### src/rtl/mem_arbiter.sv
// Two-requester arbiter (instruction fetch / data) onto a single-ported synchronous memory.
// Data wins by default; a bounded streak counter stops fetch starvation.
module mem_arbiter #(
   parameter int AW         = 32,
   parameter int DW         = 32,
   parameter int STARVE_MAX = 3
) (
   input  logic          clk,
   input  logic          rst,
   input  logic          if_req,
   input  logic [AW-1:0] if_addr,
   output logic [DW-1:0] if_rdata,
   output logic          if_done,
   output logic          if_stall,
   input  logic          dm_read,
   input  logic          dm_write,
   input  logic [AW-1:0] dm_addr,
   input  logic [DW-1:0] dm_wdata,
   input  logic [3:0]    dm_be,
   output logic [DW-1:0] dm_rdata,
   output logic          dm_done,
   output logic          dm_stall,
   output logic          mem_en,
   output logic          mem_we,
   output logic [AW-1:0] mem_addr,
   output logic [DW-1:0] mem_wdata,
   output logic [3:0]    mem_be,
   input  logic [DW-1:0] mem_rdata
);

   typedef enum logic [1:0] {IDLE, IF_BUSY, DM_BUSY} state_t;

   localparam logic [2:0] SMAX = 3'(STARVE_MAX);

   state_t        state, state_nx;
   logic [2:0]    streak, streak_nx;
   logic [DW-1:0] if_hold, dm_hold;
   logic          dm_req;

   assign dm_req = dm_read | dm_write;

   always_ff @(posedge clk or posedge rst) begin
      if (rst) begin
         state   <= IDLE;
         streak  <= '0;
         if_hold <= '0;
         dm_hold <= '0;
      end else begin
         state  <= state_nx;
         streak <= streak_nx;
         if (state == IF_BUSY) if_hold <= mem_rdata;
         if (state == DM_BUSY) dm_hold <= mem_rdata;
      end
   end

   always_comb begin
      state_nx  = state;
      streak_nx = streak;
      mem_en    = 1'b0;
      mem_we    = 1'b0;
      mem_addr  = '0;
      mem_wdata = '0;
      mem_be    = '0;
      if_done   = 1'b0;
      dm_done   = 1'b0;
      if_rdata  = if_hold;
      dm_rdata  = dm_hold;

      case (state)
         IDLE: begin
            // Fetch takes over only once the data streak has hit the limit.
            if (dm_req && !(if_req && streak == SMAX)) begin
               mem_en    = 1'b1;
               mem_we    = dm_write;
               mem_addr  = dm_addr;
               mem_wdata = dm_wdata;
               mem_be    = dm_write ? dm_be : 4'hF;
               state_nx  = DM_BUSY;
               if (if_req && streak != SMAX) streak_nx = streak + 3'd1;
            end else if (if_req) begin
               mem_en    = 1'b1;
               mem_addr  = if_addr;
               mem_be    = 4'hF;
               state_nx  = IF_BUSY;
               streak_nx = '0;
            end
            if (!if_req) streak_nx = '0;
         end
         IF_BUSY: begin
            if_done  = 1'b1;
            if_rdata = mem_rdata;
            state_nx = IDLE;
         end
         DM_BUSY: begin
            dm_done  = 1'b1;
            dm_rdata = mem_rdata;
            state_nx = IDLE;
         end
         default: state_nx = IDLE;
      endcase

      if_stall = if_req & ~if_done;
      dm_stall = dm_req & ~dm_done;

      // Reset must force every output low without waiting for a clock edge.
      if (rst) begin
         mem_en    = 1'b0;
         mem_we    = 1'b0;
         mem_addr  = '0;
         mem_wdata = '0;
         mem_be    = '0;
         if_done   = 1'b0;
         dm_done   = 1'b0;
         if_stall  = 1'b0;
         dm_stall  = 1'b0;
         if_rdata  = '0;
         dm_rdata  = '0;
      end
   end

endmodule

### config.mk
export PLATFORM = sky130hd
export DESIGN_NAME = mem_arbiter
export DESIGN_NICKNAME = d
export VERILOG_FILES = /design/src/rtl/mem_arbiter.sv
export SDC_FILE = /design/constraint.sdc
export NUM_CORES = 1
export LEC_CHECK = 0
export ABC_AREA = 1
export BUFFER_PORTS_ARGS = -buffer_cell sky130_fd_sc_hd__buf_4
export CORE_AREA = 2 2 107 109
export DETAILED_ROUTE_END_ITERATION = 7
export DIE_AREA = 0 0 109 111
export PLACE_DENSITY = 0.77
export RECOVER_POWER = 50
export SLEW_MARGIN = 25
export SYNTH_ARGS = -nofsm -noshare
export SYNTH_HDL_FRONTEND = slang
export SYNTH_SLANG_ARGS = --single-unit
export TNS_END_PERCENT = 10
### constraint.sdc
create_clock -name clk -period 6.15 [get_ports clk]
set_input_delay 0.3075 -clock clk [delete_from_list [all_inputs] [get_ports clk]]
set_output_delay 0.3075 -clock clk [all_outputs]
set_load 0.02 [all_outputs]
* After elaboration in Yosys (flattened, before gate mapping)
Cells that the tools add are included.
** Operators by class
- Add/subtract/negate cells :: 1
- Equal/unequal tests :: 6
- Mux-type cells :: 35
- Bitwise logic cells :: 5
- Reductions and logical operators :: 6
** Operators with widths (number)
- 2-to-1 mux 32 bit :: 11
- 2-to-1 mux 4 bit :: 5
- 2-to-1 mux 1 bit :: 13
- 2-to-1 mux 3 bit :: 3
- 2-to-1 mux 2 bit :: 3
- != test 3 x 2 -> 1 bit (second input constant) :: 2
- adder 3 x 1 -> 3 bit (second input constant) :: 1
- equality test 3 x 2 -> 1 bit (second input constant) :: 1
- logical AND 1 bit :: 3
- != test 3 bit (second input constant) :: 1
- AND 1 bit :: 2
- equality test 2 x 1 -> 1 bit (second input constant) :: 1
- equality test 2 bit (second input constant) :: 1
- zero test 2 bit :: 1
- inverter 1 bit :: 2
- AND reduction 2 bit :: 1
- zero test 1 bit :: 1
- OR 1 bit :: 1
** Word-level totals
- Register bits :: 69
- Input bits :: 137
- Output and inout port bits :: 138
- Word-level logic and storage cells :: 57

* Longest topological paths before layout
- Depth after elaboration :: 7
- Gate-level depth with buffers :: 8
- Mapped depth without buffers :: 7

* Worst setup path before layout
OpenSTA, ideal clock, no wires.
- Path type :: register -> output
- Start point :: register streak[0]
- End point :: output mem_addr[10]
- Data arrival time :: 1.549 ns
- Required time :: 5.843 ns
- Path slack :: 4.294 ns
- Stages on the path, launching flop included :: 9
- Path buffers :: 1
- Path through :: dfrtp_1 > ha_1 > ha_1 > nand2_4 > inv_2 > nor2_4 > buf_2 > nor2_1 > nor2_1
** On the way
- Word-level cells in the longest chain between the ends :: 7
** RTL lines
- start: declaration :: line 36 : logic [2:0] streak, streak_nx;
- start signal: assignment :: line 50 : streak <= streak_nx;
- equality test 3 x 2 -> 1 bit :: line 72 : if (dm_req && !(if_req && streak == SMAX)) begin
- logical AND 1 bit :: line 72
- zero test 1 bit :: line 72
- logical AND 1 bit :: line 72
- 2-to-1 mux 32 bit :: line 72
- 2-to-1 mux 32 bit :: line 69 : case (state)
- 2-to-1 mux 32 bit :: line 106 : if (rst) begin
- end: declaration :: line 25 : output logic [AW-1:0] mem_addr,
No other way between the ends.

* Final worst setup path
- Start point :: register state[1]
- End point :: output dm_rdata[24]
** On the way
- Word-level cells in the longest chain between the ends :: 3
** RTL lines
- start: declaration :: line 35 : state_t state, state_nx;
- start signal: assignment :: line 49 : state <= state_nx;
- equality test 2 bit :: line 69
- 2-to-1 mux 32 bit
- 2-to-1 mux 32 bit :: line 106
- end: declaration :: line 20 : output logic [DW-1:0] dm_rdata,
No other way between the ends.

==> results by group <==
Run
  • Max-cap violations: 2

Clocking
  • CTS Hold Buffers Added: 0
  • Post-CTS setup buffer count: 0
  • CTS Buffer Depth: 2
  • Worst-Skew Late Latency: 0.32 ns
  • Sink Count: just under 70
  • Clock-pin slew on the worst setup and hold paths: about 0.060 ns
  • Clock root buffer: clkbuf_16
  • CTS resizes: 0
  • H-tree Lvls: 3
  • CTS tree: done
  • CTS buffer count: 9

STA
  • RSZ-0062 raised after global routing: false
  • Final hold viol count: 0
  • Max Freq: ~250 MHz
  • Fin Clk Skew: ~0.0099 ns
  • Max Slew Vio Count: 64
  • Fin crit period: between 4 and 5 ns
  • Setup TNS: 0 ns
  • Slew @ Worst Pin: around 1.8 ns
  • Final setup fails: 0
  • Relative slew slack: -21.90%
  • Final worst path period share: around two thirds

Global routing
  • Total gr overflow: 0
  • GRT Util Overall: 22.93%
  • First-pass GRT wire length: ~22 mm
  • Vias in the first global route: 4383
  • Largest net degree at the start of global routing: 71
  • Initial antenna violation count: 0

Cells and area
  • Cell Count, Final, Fillers Out: roughly 1.1k
  • P&R area growth vs syn: 51.06%
  • Fill cell count: 1098
  • Diode count: 0
  • Nets: approximately 1.1k
  • Design area: between 6000 and 7000 um2
  • Share of layout cells above drive strength 1: ~31%
  • Layout Utilization: about 61%

Power and ir drop
  • Worst vdd ir: between 200 and 250 uV
  • Pwr dens: ~330 nW/um2
  • Static Leak: 3.931 nW
  • Design Power: 2.189 mW

Worst setup path
  • R2R Setup Slk: 2.92 ns
  • Worst reg2reg path depth: 6
  • CP max stage cell: clkbuf_1
  • Worst EP arrival: ~3.7 ns
  • CP max stage delay: between 1 and 1.5 ns
  • Reg-to-Reg Start: state[1]$_DFFE_PP0P_
  • Crit path cell chain: inv_1, nor2_1, clkbuf_1, o21ai_0, nor2_1, buf_4
  • Worst Path Max Fanout: 39
  • CP Class: reg -> out
  • Worst setup SP type: flip-flop
  • Crit. End Element: primary output
  • FF-to-FF End: dm_hold[24]$_DFF_PP0_
  • Worst endpoint required time: between 5 and 6 ns
  • Most used cell, CP: nor2_1

Synth
  • Cells after Synth: 705
  • Largest cells by area after synthesis: dfrtp_1 39%, nand2_1 15%, nor2_1 15%, inv_1 11%, o21ai_1 6.4%
  • Ys Warns: 0
  • Mapped Nets: about 840
  • Register area share after synthesis: between 30% and 40%
  • Synth cell types: 18
  • Post-synthesis cell area: 4438 um2
  • #FFs+latches synth: slightly below 70
  • Avg Inst Size Synth: 6.295 um2
  • Yosys top cell area share: around 39%
  • Cell taking the most area after synthesis: dfrtp_1

Drt
  • Via-per-instance ratio: roughly 4.5
  • Iter 0 DRT Violations: 293
  • Drt pass-1 iters: 5
  • Residual DRC count: 0
  • Wire length per cell: around 13 um
  • Antenna Nets Post-Route: 0
  • DR vias: between 4k and 5k
  • Final Routed Wirelength: between 10 and 15 mm

Place
  • Number of input and output port buffers inserted: roughly 270
  • Cell Area, Placed: between 6000 and 7000 um2
  • Hpwl dp: between 10 and 15 mm
  • Inst Count DP: around 1.1k
  • RePlAce Congestion: roughly 0.91

Floorplan
  • Core area: 11080 um2
  • IO Pins: between 200 and 300
  • Site Rows: 39
  • Die area: roughly 12000 um2
  • Initial core utilization: about two fifths
  • Die X: ~110 um
  • Die Span Y: 111 um

Min path
  • Hold Path Depth: 5
  • Hold_sp: mem_rdata[15]
  • HP Class: in -> reg
  • Hold Crit Endpoint: if_hold[15]$_DFF_PP0_

Run status
  • Failing checks: max-capacitance violations, max-slew violations
  • Status: finished with violations
## flip-flops by register name, summed over array words and instances (netlist names)
name,cells
if_hold,32
dm_hold,32
streak,3
state,2
## how the worst max path moves through the flow
stage	from	endpoint	slack [ns]	depth (start not counted)
5_1_grt	state[1]$_DFFE_PP0P_	dm_rdata[26]	1.60	6
2_1_floorplan	rst	dm_hold[0]$_DFF_PP0_	3.60	4
3_5_place_dp	streak[0]$_DFFE_PP0P_	mem_wdata[27]	3.56	9
6_report	state[1]$_DFFE_PP0P_	dm_rdata[24]	2.15	6
3_3_place_gp	streak[0]$_DFFE_PP0P_	mem_wdata[27]	3.61	9
4_1_cts	streak[0]$_DFFE_PP0P_	mem_wdata[27]	3.23	9
## logic make-up (layout without fill, tap and decap cells)
| group | count (synthesis) | after routing | synth area share [%] |
|---|---|---|---|
| adders and majority gates | 2 | 2 | 0.5638 |
| buffers and inverters | 180 | 429 | 17.00 |
| AOI/OAI and AO/OA | 66 | 66 | 7.443 |
| DFF | 69 | 69 | 38.91 |
| and+or+nand+nor | 388 | 388 | 36.09 |
## per-layer routing
layer / global-route usage [%] / part of all wire [%]
met4: 6.154 / 1.8
met1: 31.18 / 42
met5: 0 / 0
met2: 36.94 / 47
met3: 4.703 / 8.7
## synthesized netlist by cell type (all sizes together)
cell type and instances:
buf 33, clkbuf 11, dfrtp 69, ha 2, inv 136, nand2 177
nand3b 29, nor2 177, nor3 5, o21ai 66
## metrics by stage
| stage | hold slack (ns) | worst slack, ns |
|---|---|---|
| 6_report | 0.3115 | 2.149 |
| 5_1_grt | 0.3201 | 1.604 |
| 4_1_cts | 0.3014 | 3.226 |
| 3_5_place_dp | 0.4699 | 3.559 |
| 3_3_place_gp | 0.4649 | 3.610 |
| 2_1_floorplan | 0.4476 | 3.599 |
## critical path: cells and delay by family, from the launching register on
kind | cells | cell delay (ns)
AND/OR/NAND/NOR | 2 | 1.32
flip-flops | 1 | 0.37
buffers and inverters | 3 | 1.39
AO/OA/AOI/OAI | 1 | 0.30
## power by group
part / leakage [nW] / internal (mW) / switching, mW
clock: 0.129 / 0.284 / 0.185
sequential: 0.779 / 0.647 / 0.0464
combinational: 3.02 / 0.395 / 0.631
## cell type report
cell class / instances / area, um2 / share of cell area [%]
Timing Repair Buffer: 278 / 2068 / 30.85
Inverter: 136 / 510.5 / 7.615
Multi-Input combinational cell: 456 / 1944 / 29.00
Tap cell: 143 / 178.9 / 2.669
Clock buffer: 11 / 242.7 / 3.621
Clock inverter: 4 / 32.53 / 0.4853
Sequential cell: 69 / 1727 / 25.76
## layout by cell type, fill, tap and decap left out
cell          n
buf_4       273
inv_2         2
clkbuf_8      1
o21ai_0      60
nor2_4        2
nor3_1        5
ha_1          2
nand2_1     176
inv_1       134
nand3b_1     29
nand2_2       1
clkinvlp_4    2
clkbuf_1      6
clkbuf_16     9
dfrtp_1      69
nor2_1      175
inv_6         2
o21ai_1       6
No activity file was read; power rests on OpenSTA's default activity.
